<file path="src/rtl/alu_exec_unit.sv">
// Multi-cycle ALU execution unit with a small register file and an iterative
// shift-add multiplier; one instruction in flight, results held until the next completion.
module alu_exec_unit #(
  parameter int unsigned WIDTH = 4,
  parameter int unsigned NREGS = 4,
  localparam int unsigned RW = $clog2(NREGS)
) (
  input  logic             clk,
  input  logic             rst_n,
  input  logic             in_valid,
  output logic             in_ready,
  input  logic [3:0]       op,
  input  logic [RW-1:0]    dst,
  input  logic [RW-1:0]    src_a,
  input  logic [RW-1:0]    src_b,
  input  logic [WIDTH-1:0] imm,
  output logic             out_valid,
  output logic [WIDTH-1:0] result,
  output logic             carry,
  output logic             ovf,
  output logic             zero,
  output logic             illegal,
  input  logic [RW-1:0]    dbg_sel,
  output logic [WIDTH-1:0] dbg_data
);

  typedef enum logic [1:0] {S_IDLE, S_EXEC, S_MUL} state_t;

  typedef enum logic [3:0] {
    OP_ADD = 4'd0, OP_SUB = 4'd1, OP_AND = 4'd2, OP_OR  = 4'd3, OP_XOR = 4'd4,
    OP_NOT = 4'd5, OP_SHL = 4'd6, OP_SHR = 4'd7, OP_MUL = 4'd8, OP_LDI = 4'd9
  } opcode_t;

  localparam int unsigned CW = $clog2(WIDTH + 1);
  localparam logic [CW-1:0] CNT_DONE = CW'(WIDTH);

  state_t             state;
  logic [WIDTH-1:0]   regs [NREGS];
  opcode_t            op_q;
  logic [RW-1:0]      dst_q;
  logic [WIDTH-1:0]   a_q, b_q, imm_q;
  logic [2*WIDTH-1:0] acc, mcand;
  logic [WIDTH-1:0]   mplier;
  logic [CW-1:0]      cnt;

  logic [WIDTH:0]     sum;
  logic [WIDTH-1:0]   ex_res;
  logic               ex_c, ex_v, ex_ill;

  assign in_ready = (state == S_IDLE);
  assign dbg_data = regs[dbg_sel];

  always_comb begin
    sum    = '0;
    ex_res = '0;
    ex_c   = 1'b0;
    ex_v   = 1'b0;
    ex_ill = 1'b0;
    case (op_q)
      OP_ADD: begin
        sum    = {1'b0, a_q} + {1'b0, b_q};
        ex_res = sum[WIDTH-1:0];
        ex_c   = sum[WIDTH];
        ex_v   = (a_q[WIDTH-1] == b_q[WIDTH-1]) && (ex_res[WIDTH-1] != a_q[WIDTH-1]);
      end
      OP_SUB: begin
        ex_res = a_q - b_q;
        ex_c   = (a_q < b_q);
        ex_v   = (a_q[WIDTH-1] != b_q[WIDTH-1]) && (ex_res[WIDTH-1] != a_q[WIDTH-1]);
      end
      OP_AND: ex_res = a_q & b_q;
      OP_OR:  ex_res = a_q | b_q;
      OP_XOR: ex_res = a_q ^ b_q;
      OP_NOT: ex_res = ~a_q;
      OP_SHL: begin
        ex_res = {a_q[WIDTH-2:0], 1'b0};
        ex_c   = a_q[WIDTH-1];
      end
      OP_SHR: begin
        ex_res = {1'b0, a_q[WIDTH-1:1]};
        ex_c   = a_q[0];
      end
      OP_LDI: ex_res = imm_q;
      default: ex_ill = 1'b1;
    endcase
  end

  always_ff @(posedge clk or negedge rst_n) begin
    if (!rst_n) begin
      state     <= S_IDLE;
      regs      <= '{default: '0};
      op_q      <= OP_ADD;
      dst_q     <= '0;
      a_q       <= '0;
      b_q       <= '0;
      imm_q     <= '0;
      acc       <= '0;
      mcand     <= '0;
      mplier    <= '0;
      cnt       <= '0;
      out_valid <= 1'b0;
      result    <= '0;
      carry     <= 1'b0;
      ovf       <= 1'b0;
      zero      <= 1'b0;
      illegal   <= 1'b0;
    end else begin
      out_valid <= 1'b0;
      case (state)
        S_IDLE: begin
          if (in_valid) begin
            op_q  <= opcode_t'(op);
            dst_q <= dst;
            a_q   <= regs[src_a];
            b_q   <= regs[src_b];
            imm_q <= imm;
            if (op == OP_MUL) begin
              state  <= S_MUL;
              acc    <= '0;
              mcand  <= {{WIDTH{1'b0}}, regs[src_a]};
              mplier <= regs[src_b];
              cnt    <= '0;
            end else begin
              state <= S_EXEC;
            end
          end
        end
        S_EXEC: begin
          state     <= S_IDLE;
          out_valid <= 1'b1;
          result    <= ex_res;
          carry     <= ex_c;
          ovf       <= ex_v;
          zero      <= !ex_ill && (ex_res == '0);
          illegal   <= ex_ill;
          if (!ex_ill) regs[dst_q] <= ex_res;
        end
        S_MUL: begin
          // WIDTH add/shift steps, then one retire cycle reading the settled accumulator
          if (cnt == CNT_DONE) begin
            state       <= S_IDLE;
            out_valid   <= 1'b1;
            result      <= acc[WIDTH-1:0];
            carry       <= 1'b0;
            ovf         <= |acc[2*WIDTH-1:WIDTH];
            zero        <= (acc[WIDTH-1:0] == '0);
            illegal     <= 1'b0;
            regs[dst_q] <= acc[WIDTH-1:0];
          end else begin
            if (mplier[0]) acc <= acc + mcand;
            mcand  <= mcand << 1;
            mplier <= mplier >> 1;
            cnt    <= cnt + CW'(1);
          end
        end
        default: state <= S_IDLE;
      endcase
    end
  end

endmodule

</file>
<file path="config.mk">
export PLATFORM = sky130hd
export DESIGN_NAME = alu_exec_unit
export DESIGN_NICKNAME = d
export VERILOG_FILES = /design/src/rtl/alu_exec_unit.sv
export SDC_FILE = /design/constraint.sdc
export NUM_CORES = 1
export LEC_CHECK = 0
export ABC_AREA = 1
export CAP_MARGIN = 10
export CELL_PAD_IN_SITES_DETAIL_PLACEMENT = 1
export CELL_PAD_IN_SITES_GLOBAL_PLACEMENT = 1
export CORE_ASPECT_RATIO = 1.5
export CORE_MARGIN = 5
export CORE_UTILIZATION = 29
export CTS_CLUSTER_SIZE = 14
export DETAILED_ROUTE_END_ITERATION = 16
export HOLD_SLACK_MARGIN = 0.02
export MAX_ROUTING_LAYER = met4
export PLACE_DENSITY_LB_ADDON = 0.05
export SLEW_MARGIN = 20
export SYNTH_ARGS = -nofsm -noshare
export SYNTH_HDL_FRONTEND = slang
export SYNTH_SLANG_ARGS = --single-unit
</file>
<file path="constraint.sdc">
create_clock -name clk -period 3.7 [get_ports clk]
set_input_delay 0.37 -clock clk [delete_from_list [all_inputs] [get_ports clk]]
set_output_delay 0.37 -clock clk [all_outputs]
set_load 0.01 [all_outputs]
</file>
* After elaboration in Yosys (flattened, before gate mapping)
Index checks and enable logic that the tools add are counted.
Operators by class: add/subtract/negate cells 4, magnitude comparators 6, equality and inequality tests 22, mux-type cells 52, bitwise logic cells 8, reductions and logical operators 18
Operator list (count):
- $mux 8 | 7
- $mux 4 | 11
- $pmux 4 s9 | 1
- $bwmux 16 | 2
- $mux 16 | 2
- $pmux 16 s2 | 1
- $pmux 8 s2 | 2
- $bmux 4 s2 | 3
- $eq 4x3->1 const B | 4
- $pmux 4 s2 | 2
- $ge 3x3->1 const B | 4
- $logic_not 4->1 | 3
- $not 2->3 | 4
- $pmux 1 s2 | 6
- $ne 2x2->1 const B | 5
- $mux 3 | 3
- $reduce_or 9->1 | 1
- $add 8x8->8 | 1
- $demux 4 s2 | 1
- $eq 4x2->1 const B | 2
- $eq 4x4->1 const B | 2
- $mux 2 | 3
- $pmux 3 s2 | 1
- $reduce_and 2->1 | 3
- 26 further kinds | 36
Word-level totals: register bits 68, input port bits 19, output and inout port bits 14, logic and storage cells 130

* Longest topological paths before layout
Gate-level depths: netlist (run 1).
depth after elaboration 8, depth in mapped cells 13, gate-level depth less buffers 12

* Worst setup path before layout (run 1)
Ideal clock, no wire load.
path kind reg2reg, start point register a_q[0], end point register result[2], library setup time 125 ps, arrival time 1877 ps, data required time 3575 ps, path slack 1697 ps, stages on the path, launching flop included 13, buffers on the path 0, clock period less this slack 2003 ps, cells stage by stage dfrtp_1 > inv_1 > ha_1 > fa_1 > or2_2 > nand2_1 > o21ai_1 > nor2_1 > nand2_1 > nor2_1 > nand2_1 > nand2_2 > o21ai_1
Between the ends: cells in the longest elaborated chain, start to end 3, elaborated cells on any way between the ends 4, those cells by class add/sub: 2; mux: 2
RTL lines:
- from (decl) | RTL line 41 | logic [WIDTH-1:0] a_q, b_q, imm_q;
- from (signal assigned) | RTL line 114 | a_q <= regs[src_a];
- $sub 4x4->4 or $add 4x4->5 (tied branches) | RTL line 67, 61
- $pmux 4 s9 (*) | RTL line 59 | case (op_q)
- $pmux 4 s2 (*) | RTL line 109 | case (state)
- to (signal assigned) | RTL line 131 | result <= ex_res;
- to (signal assigned) | RTL line 143 | result <= acc[WIDTH-1:0];
- to (decl) | RTL line 18 | output logic [WIDTH-1:0] result,
Every way passes the cells marked *; elsewhere a longest branch is shown, timed or not. A chain may end at the register's enable or synchronous reset.

* Final worst setup path (run 1)
start point input port dbg_sel[0], end point output port dbg_data[0]
Between the ends: cells in the longest elaborated chain, start to end 4
RTL lines:
- from (decl) | RTL line 23 | input logic [RW-1:0] dbg_sel,
- $not 2->3 (not written as such) | RTL line 51 | assign dbg_data = regs[dbg_sel];
- $bmux 4 s2 | RTL line 51
- $mux 4 (not written as such) (2 in series) | RTL line 51
- to (decl) | RTL line 24 | output logic [WIDTH-1:0] dbg_data
No other way between the ends. The select of a mux whose other input is x is not followed.

==> metrics.txt, run 1 <==
# TYPE chip_impl_metric gauge
chip_impl_metric{name="met2_usage",unit="%"} 32.9
chip_impl_metric{name="cts_made_buffers",unit=""} 9
chip_impl_metric{name="power.clock.fraction",unit="%"} 20.7
chip_impl_metric{name="min_period_over_period",unit="%"} 65.1
chip_impl_metric{name="pre_cts_ws",unit="ps"} 1160
chip_impl_metric{name="postLayoutSetupSlackWorst",unit="ps"} 1290
chip_impl_info{name="end_kind",value="output pin"} 1
chip_impl_info{name="grt_setup_unrepaired",value="false"} 1
chip_impl_metric{name="postSynth.asyncResetShare",unit="%"} 100
chip_impl_info{name="leading_cell_types_in_the_layout_fill_and_taps_excluded",value="148 x sky130_fd_sc_hd__nand2_1, 68 x sky130_fd_sc_hd__dfrtp_1, 60 x sky130_fd_sc_hd__inv_1, 47 x sky130_fd_sc_hd__o21ai_0, 38 x sky130_fd_sc_hd__nor2_1"} 1
chip_impl_info{name="critical_path.most_common_cell",value="sky130_fd_sc_hd__clkdlybuf4s50_1"} 1
chip_impl_metric{name="postSynthRegisterBits",unit=""} 68
chip_impl_metric{name="antenna_violations_before_repair",unit=""} 0
chip_impl_metric{name="top_area_cell_type_share_of_the_netlist_area",unit="%"} 40.1
chip_impl_metric{name="cp.arrival",unit="ps"} 2040
chip_impl_metric{name="die_height",unit="µm"} 158
chip_impl_info{name="worstSetupPathType",value="primary input to output pin"} 1
chip_impl_metric{name="cell_internal_pwr",unit="mW"} 2.18
chip_impl_metric{name="minimum_clock_period_after_layout",unit="ps"} 2410
chip_impl_metric{name="seq_area_frac_synth",unit="%"} 40.1
chip_impl_metric{name="cts_resized",unit=""} 0
chip_impl_info{name="grt-busiest-layer",value="met2"} 1
chip_impl_metric{name="area_growth_syn_to_layout",unit="%"} 19.0
chip_impl_metric{name="place.gp.congestion",unit=""} 0.823
chip_impl_metric{name="clkLatencyLatePin",unit="ps"} 330
chip_impl_metric{name="grt.met3_usage",unit="%"} 2.53
chip_impl_info{name="tritoncts",value="done"} 1
chip_impl_metric{name="timing.slew.headroom",unit="%"} 48.9
chip_impl_metric{name="drt_wl_total",unit="µm"} 13700
chip_impl_metric{name="clock_sink_count",unit=""} 68
chip_impl_metric{name="vdd_ir_drop_max",unit="V"} 0.000306
chip_impl_metric{name="net-switching-power",unit="mW"} 1.83
chip_impl_metric{name="finalSetupViolCount",unit=""} 0
chip_impl_metric{name="holdBufCountCts",unit=""} 0
chip_impl_metric{name="synth_area",unit="µm²"} 4240
chip_impl_info{name="crit_path_start_kind",value="primary input"} 1
chip_impl_metric{name="setup_total_neg_slack",unit="ps"} 0
chip_impl_metric{name="crit_path_max_incr_delay",unit="ps"} 570
chip_impl_metric{name="syn_area_per_cell",unit="µm²"} 7.61
chip_impl_metric{name="use_met1",unit="%"} 19.3
chip_impl_metric{name="static-leakage-power",unit="nW"} 2.44
chip_impl_metric{name="cts_max_path_bufs",unit=""} 2
chip_impl_metric{name="ant_nets",unit=""} 0
chip_impl_metric{name="first_global_vias",unit=""} 4289
chip_impl_info{name="type_of_the_tightest_min_delay_check",value="primary input to asynchronous set/reset pin"} 1
chip_impl_info{name="cts.root.buffer_cell",value="sky130_fd_sc_hd__clkbuf_16"} 1
chip_impl_metric{name="area_inside_the_core_boundary",unit="µm²"} 14500
chip_impl_metric{name="drt_first_pass_iters",unit=""} 4
chip_impl_info{name="synth_area_leaders",value="sky130_fd_sc_hd__dfrtp_1 40%, sky130_fd_sc_hd__nand2_1 13%, sky130_fd_sc_hd__ha_1 7.1%"} 1
chip_impl_metric{name="initial_utilization",unit="%"} 29.4
chip_impl_metric{name="cts.reportedPaths.clkPinSlew",unit="ps"} 60
chip_impl_metric{name="fraction_of_final_layout_cells_sized_beyond_drive_strength_1",unit="%"} 10.0
chip_impl_metric{name="power_density",unit="nW/µm²"} 794
chip_impl_metric{name="via_per_inst",unit=""} 4.78
chip_impl_metric{name="grt-ovfl-total",unit=""} 0
chip_impl_metric{name="route.detailed.wl_per_inst",unit="µm"} 17.3
chip_impl_metric{name="grt_start_max_net_pins",unit=""} 33
chip_impl_metric{name="initialDrtViolationCount",unit=""} 110
chip_impl_metric{name="die-width",unit="µm"} 109
chip_impl_metric{name="row_count",unit=""} 54
chip_impl_metric{name="edff_count_synth",unit=""} 0
chip_impl_metric{name="final_core_util",unit="%"} 34.9
chip_impl_metric{name="grt_util_all_layers",unit="%"} 17.8
chip_impl_metric{name="vias",unit=""} 3795
chip_impl_metric{name="power.switching_fraction",unit="%"} 45.7
chip_impl_info{name="yosys_most_used_dff",value="sky130_fd_sc_hd__dfrtp_1"} 1
chip_impl_metric{name="cap_violations",unit=""} 0
chip_impl_metric{name="antenna_cells",unit=""} 0
chip_impl_metric{name="p_seq_share",unit="%"} 32.3
chip_impl_metric{name="pwr-share-comb",unit="%"} 47.0
chip_impl_info{name="yosys.area.top_type",value="sky130_fd_sc_hd__dfrtp_1"} 1
chip_impl_metric{name="worstPathRequired",unit="ps"} 3330
chip_impl_metric{name="crit_fanout",unit=""} 9
chip_impl_metric{name="syn-instance-count",unit=""} 558
chip_impl_metric{name="hpwl",unit="µm"} 11000
chip_impl_metric{name="postLayoutCellArea",unit="µm²"} 5050
chip_impl_metric{name="final.setup_skew",unit="ps"} 10.8
chip_impl_metric{name="buffer_ports.inserted",unit=""} 32
chip_impl_metric{name="design.final.nets",unit=""} 639
chip_impl_metric{name="yosys.cell_types.count",unit=""} 37
chip_impl_metric{name="syn_nets",unit=""} 604
chip_impl_metric{name="cell_area_reported_after_detailed_placement",unit="µm²"} 4760
chip_impl_metric{name="design.die.area",unit="µm²"} 17200
chip_impl_metric{name="finalMaxSlewViolations",unit=""} 0
chip_impl_info{name="path_cells",value="clkdlybuf4s50_1 -> inv_1 -> o21ai_0 -> o22ai_1 -> clkdlybuf4s50_1"} 1
chip_impl_metric{name="hold_viol",unit=""} 0
chip_impl_metric{name="boundaryPins",unit=""} 33
chip_impl_info{name="cpMaxStageDelayCell",value="sky130_fd_sc_hd__clkdlybuf4s50_1"} 1
chip_impl_info{name="layout.cells.most_common",value="sky130_fd_sc_hd__nand2_1"} 1
chip_impl_metric{name="htree_num_levels",unit=""} 3
chip_impl_metric{name="post-cts-setup-buffers",unit=""} 0
chip_impl_metric{name="actual_transition_at_the_worst_max_transition_pin",unit="ps"} 767
chip_impl_metric{name="timing.fmax",unit="MHz"} 415
chip_impl_metric{name="drc",unit=""} 0
chip_impl_metric{name="grt_pass1_wl",unit="µm"} 22600
chip_impl_info{name="outcome",value="finished, final reports clean"} 1
chip_impl_metric{name="synth_warnings",unit=""} 0
==> cell type report <==
type	instances	area [µm²]
fill	1835	9410
clock inverter	5	52.6
timing repair buffer	34	330
tap	196	245
clock buffer	11	233
inverter	76	287
sequential	68	1700
multi-input combinational	404	2200
==> metal layers <==
metal  up-vias  wire length (µm)
met5         -                 0
met4         0               278
met3        16               264
met2        36              7550
met1      1853              5610
li1       1890                 -
==> metrics by stage <==
step                hold WS, ps  power (mW)  std cells
floorplan                  74.4        2.52        558
finish                      112        4.01        794
global placement            464        3.20        778
global route                162        4.41        794
detailed placement          474        3.24        778
CTS                         137        4.10        794
==> cells in the mapped netlist, types with 2 or more instances <==
cell and instances:
sky130_fd_sc_hd__nor2_1 38, sky130_fd_sc_hd__o22ai_1 10, sky130_fd_sc_hd__a21oi_1 28, sky130_fd_sc_hd__nand4_1 4, sky130_fd_sc_hd__nand2_4 2, sky130_fd_sc_hd__nand2_1 148, sky130_fd_sc_hd__nand3_1 31, sky130_fd_sc_hd__ha_1 24
sky130_fd_sc_hd__nor3_1 4, sky130_fd_sc_hd__dfrtp_1 68, sky130_fd_sc_hd__o21ai_0 47, sky130_fd_sc_hd__buf_6 2, sky130_fd_sc_hd__o21ai_1 17, sky130_fd_sc_hd__fa_1 3, sky130_fd_sc_hd__xor2_1 5, sky130_fd_sc_hd__xnor2_1 2
sky130_fd_sc_hd__a211oi_1 5, sky130_fd_sc_hd__a32o_1 4, sky130_fd_sc_hd__o21ai_2 3, sky130_fd_sc_hd__inv_1 60, sky130_fd_sc_hd__nor2_4 2, sky130_fd_sc_hd__inv_2 15, sky130_fd_sc_hd__nor2_2 6, sky130_fd_sc_hd__clkbuf_1 6
sky130_fd_sc_hd__buf_2 2, sky130_fd_sc_hd__nand3b_1 3, sky130_fd_sc_hd__nand2_2 9
==> state kept, by name, indices dropped and copies added, names as in the netlist, 3 cells and up <==
signal	cells
regs	16
acc	8
mcand	8
a_q	4
b_q	4
imm_q	4
mplier	4
op_q	4
result	4
cnt	3
==> power groups by stage <==
stage	combinational [mW]	sequential (mW)	clock [mW]
after floorplan	1.29	1.23	0
after global placement	1.90	1.30	0
after detailed placement	1.93	1.31	0
after CTS	1.94	1.30	0.861
after global routing	2.17	1.34	0.896
final	1.89	1.29	0.830
==> critical path: cells and delay by family <==
family | cells | cell delay, ps
buffers and inverters | 3 | 1420
AO/OA/AOI/OAI | 2 | 250
==> kinds of logic (layout without fill, tap and decap cells) <==
family	after synthesis	count (layout)	share of synthesized area [%]
and+or+nand+nor	251	251	26.1
DFF	68	68	40.1
xor gates and xnor gates	7	7	1.44
buffers and inverters	86	126	8.05
AOI/OAI and AO/OA	119	119	15.8
adders and majority gates	27	27	8.49
==> final timing paths <==
| kind | start | end | slack [ps] | cells past startpoint |
|---|---|---|---|---|
| max in group asynchronous | rst_n | result[3] | 2780 | 2 |
| min in group clk | result[0] | result[0] | 480 | 2 |
| min reg2reg | result[0] | result[0] | 480 | 2 |
| max | dbg_sel[0] | dbg_data[0] | 1290 | 5 |
| min | rst_n | regs[8] | 110 | 1 |
| max reg2reg | state[1] | mcand[1] | 1320 | 11 |
No activity file was read; power rests on OpenSTA's default activity.
==> run 2: changes to the inputs <==
Clock period 3.7 ns to 2.1 ns, I/O delays scaled along.
==> metrics.txt, run 2 (synthesis gave the netlist of run 1 again) <==
# TYPE chip_impl_metric gauge
chip_impl_info{name="cts.root.buffer_cell",value="sky130_fd_sc_hd__clkbuf_16"} 1
chip_impl_metric{name="route.met2.wl",unit="µm"} 7670
chip_impl_info{name="cpMaxStageDelayCell",value="sky130_fd_sc_hd__fa_1"} 1
chip_impl_metric{name="p_seq_share",unit="%"} 29.5
chip_impl_info{name="worstHoldStart",value="imm[0]"} 1
chip_impl_metric{name="initial_utilization",unit="%"} 29.4
chip_impl_info{name="crit_path_start_kind",value="flip-flop"} 1
chip_impl_info{name="type_of_the_tightest_min_delay_check",value="primary input to flip-flop"} 1
chip_impl_metric{name="row_count",unit=""} 54
chip_impl_info{name="routed.top_layer",value="met4"} 1
chip_impl_metric{name="area_growth_syn_to_layout",unit="%"} 25.2
chip_impl_metric{name="crit_fanout",unit=""} 5
chip_impl_metric{name="net-switching-power",unit="mW"} 3.37
chip_impl_info{name="leading_cell_types_in_the_layout_fill_and_taps_excluded",value="146 x sky130_fd_sc_hd__nand2_1, 67 x sky130_fd_sc_hd__dfrtp_1, 59 x sky130_fd_sc_hd__inv_1, 46 x sky130_fd_sc_hd__o21ai_0, 36 x sky130_fd_sc_hd__nor2_1"} 1
chip_impl_metric{name="place.gp.congestion",unit=""} 0.877
chip_impl_metric{name="wl_met1",unit="µm"} 5840
chip_impl_metric{name="timing.fmax",unit="MHz"} 505
chip_impl_metric{name="cp.arrival",unit="ps"} 2230
chip_impl_info{name="path_cells",value="buf_4 -> ha_1 -> fa_1 -> nand2_1 -> inv_1 -> nor3_2 -> nor2_2 -> nand2_2 -> nand2_4 -> o21ai_1"} 1
chip_impl_metric{name="die_height",unit="µm"} 158
chip_impl_info{name="tritoncts",value="done"} 1
chip_impl_metric{name="actual_transition_at_the_worst_max_transition_pin",unit="ps"} 459
chip_impl_metric{name="grt_util_all_layers",unit="%"} 18.0
chip_impl_metric{name="boundaryPins",unit=""} 33
chip_impl_metric{name="drt_first_pass_iters",unit=""} 4
chip_impl_metric{name="grt_pass1_wl",unit="µm"} 23000
chip_impl_metric{name="power.total",unit="mW"} 7.51
chip_impl_info{name="min_delay_worst_endpoint",value="imm_q[0]"} 1
chip_impl_metric{name="cts_made_buffers",unit=""} 9
chip_impl_metric{name="clock_sink_count",unit=""} 68
chip_impl_metric{name="power.switching_fraction",unit="%"} 44.9
chip_impl_metric{name="hpwl",unit="µm"} 11100
chip_impl_metric{name="vdd_ir_drop_max",unit="V"} 0.000459
chip_impl_info{name="grt_setup_unrepaired",value="false"} 1
chip_impl_metric{name="drt_wl_total",unit="µm"} 14000
chip_impl_metric{name="crit_path_max_incr_delay",unit="ps"} 410
chip_impl_metric{name="power_density",unit="nW/µm²"} 1410
chip_impl_metric{name="buffer_ports.inserted",unit=""} 32
chip_impl_metric{name="worstRegToRegCells",unit=""} 10
chip_impl_metric{name="final_core_util",unit="%"} 36.8
chip_impl_metric{name="die-width",unit="µm"} 109
chip_impl_metric{name="minimum_clock_period_after_layout",unit="ps"} 1980
chip_impl_metric{name="min_period_over_period",unit="%"} 94.2
chip_impl_metric{name="met3_length",unit="µm"} 223
chip_impl_metric{name="timing.slew.headroom",unit="%"} 69.3
chip_impl_metric{name="power.clock.fraction",unit="%"} 20.3
chip_impl_metric{name="register_area",unit="µm²"} 1700
chip_impl_metric{name="cap_violations",unit=""} 0
chip_impl_metric{name="cell_internal_pwr",unit="mW"} 4.14
chip_impl_metric{name="finalMaxSlewViolations",unit=""} 0
chip_impl_metric{name="cts_max_path_bufs",unit=""} 2
chip_impl_metric{name="ant_nets",unit=""} 0
chip_impl_metric{name="pwr-share-comb",unit="%"} 50.2
chip_impl_metric{name="antenna_violations_before_repair",unit=""} 0
chip_impl_metric{name="via_per_inst",unit=""} 4.77
chip_impl_metric{name="final.fill_count",unit=""} 1801
chip_impl_metric{name="worst_r2r_setup_slack",unit="ps"} 120
chip_impl_metric{name="grt_start_max_net_pins",unit=""} 69
chip_impl_metric{name="area_inside_the_core_boundary",unit="µm²"} 14500
chip_impl_metric{name="static-leakage-power",unit="nW"} 2.59
chip_impl_info{name="rr_endpoint",value="regs[2]"} 1
chip_impl_info{name="end_kind",value="flip-flop"} 1
chip_impl_info{name="worstReg2RegStart",value="a_q[0]"} 1
chip_impl_metric{name="largest_register_ff_count",unit=""} 16
chip_impl_info{name="layout.cells.most_common",value="sky130_fd_sc_hd__nand2_1"} 1
chip_impl_metric{name="postLayoutCellArea",unit="µm²"} 5310
chip_impl_metric{name="worstPathRequired",unit="ps"} 2350
chip_impl_metric{name="final.setup_skew",unit="ps"} 11.4
chip_impl_metric{name="worst_hold_stages",unit=""} 3
chip_impl_metric{name="design.die.area",unit="µm²"} 17200
chip_impl_metric{name="htree_num_levels",unit=""} 3
chip_impl_metric{name="vias",unit=""} 3897
chip_impl_metric{name="antenna_cells",unit=""} 0
chip_impl_metric{name="fraction_of_final_layout_cells_sized_beyond_drive_strength_1",unit="%"} 15.1
chip_impl_info{name="worst_setup_path_startpoint",value="a_q[0]"} 1
chip_impl_metric{name="clkLatencyLatePin",unit="ps"} 330
chip_impl_metric{name="hold_viol",unit=""} 0
chip_impl_metric{name="route.detailed.wl_per_inst",unit="µm"} 17.1
chip_impl_metric{name="cts.reportedPaths.clkPinSlew",unit="ps"} 60
chip_impl_metric{name="cell_area_reported_after_detailed_placement",unit="µm²"} 4920
chip_impl_metric{name="first_global_vias",unit=""} 4226
chip_impl_metric{name="design.final.nets",unit=""} 662
chip_impl_metric{name="drc",unit=""} 0
chip_impl_metric{name="initialDrtViolationCount",unit=""} 103
chip_impl_metric{name="finalSetupViolCount",unit=""} 0
chip_impl_metric{name="grt-ovfl-total",unit=""} 0
chip_impl_info{name="worstSetupPathType",value="flip-flop to flip-flop"} 1
chip_impl_info{name="outcome",value="finished, final reports clean"} 1
chip_impl_info{name="top_regs",value="regs: 16 flops, acc: 8 flops, mcand: 8 flops"} 1
chip_impl_info{name="regMostFlops",value="regs"} 1
chip_impl_metric{name="area_taken_by_multi_input_logic_gates",unit="µm²"} 2260
chip_impl_metric{name="setup_total_neg_slack",unit="ps"} 0
[run 2: cell types whose count changed in the layout (fill, tap and decap cells not counted), moves of 2 or more]
| cell | change |
|---|---|
| sky130_fd_sc_hd__buf_4 | +21 |
| sky130_fd_sc_hd__ha_1 | -2 |
| sky130_fd_sc_hd__nor3_2 | +2 |
| sky130_fd_sc_hd__nor2_1 | -2 |
| sky130_fd_sc_hd__nand2_1 | -2 |
| sky130_fd_sc_hd__nor2_2 | +2 |
| sky130_fd_sc_hd__nor3_1 | -2 |
| sky130_fd_sc_hd__nand2_4 | +2 |
[run 2: layer usage]
layer	GRT usage (%)	up-vias
li1	-	1929
met1	20.8	1917
met2	32.6	40
met3	2.49	11
met4	4.69	0
met5	-	-
[run 2: final cells by class]
class | count | share of cell area [%]
multi-input combinational | 404 | 42.6
sequential | 68 | 32.0
timing repair buffer | 57 | 9.80
inverter | 76 | 5.39
clock buffer | 12 | 4.64
tap | 196 | 4.62
clock inverter | 4 | 0.918
[run 2: worst max-delay path, delay by kind of cell, from the launching register on]
kind	cells	cell delay, ps
compound gates	1	150
fa+ha+maj	2	640
buf+inv	2	210
flops	1	370
simple gates	5	540
[run 2: repair_timing]
action                                  in CTS  in global routing
endpoints found under the hold margin       68                  0
gates resized for setup                      3                 16
hold buffers                                 1                  0
buffers inserted                             0                  3
pin swaps                                    0                  6
endpoints found under the setup margin       3                 21
[run 2: power by group through the flow]
| stage | Combinational [mW] | Clock, mW | Sequential, mW |
|---|---|---|---|
| floorplan | 2.26 | 0 | 2.17 |
| global placement | 3.65 | 0 | 2.22 |
| detailed placement | 3.69 | 0 | 2.24 |
| CTS | 3.73 | 1.56 | 2.21 |
| global route | 4.25 | 1.63 | 2.29 |
| finish | 3.77 | 1.52 | 2.21 |
[run 2: worst max-delay path by stage]
stage / to / slack [ps] / cells past startpoint
4_1_cts: carry / 20 / 9
3_5_place_dp: carry / -10 / 9
3_3_place_gp: result[2] / 10 / 12
6_report: regs[2] / 120 / 10
5_1_grt: mplier[2] / 6 / 11
2_1_floorplan: result[2] / 100 / 12
[run 2: stage by stage]
step | hold WS (ps) | worst slack [ps] | cells
6_report | 418 | 121 | 817
5_1_grt | 434 | 5.96 | 817
4_1_cts | 419 | 17.0 | 814
3_5_place_dp | 275 | -14.2 | 797
3_3_place_gp | 271 | 14.3 | 797
2_1_floorplan | -85.6 | 97.1 | 558
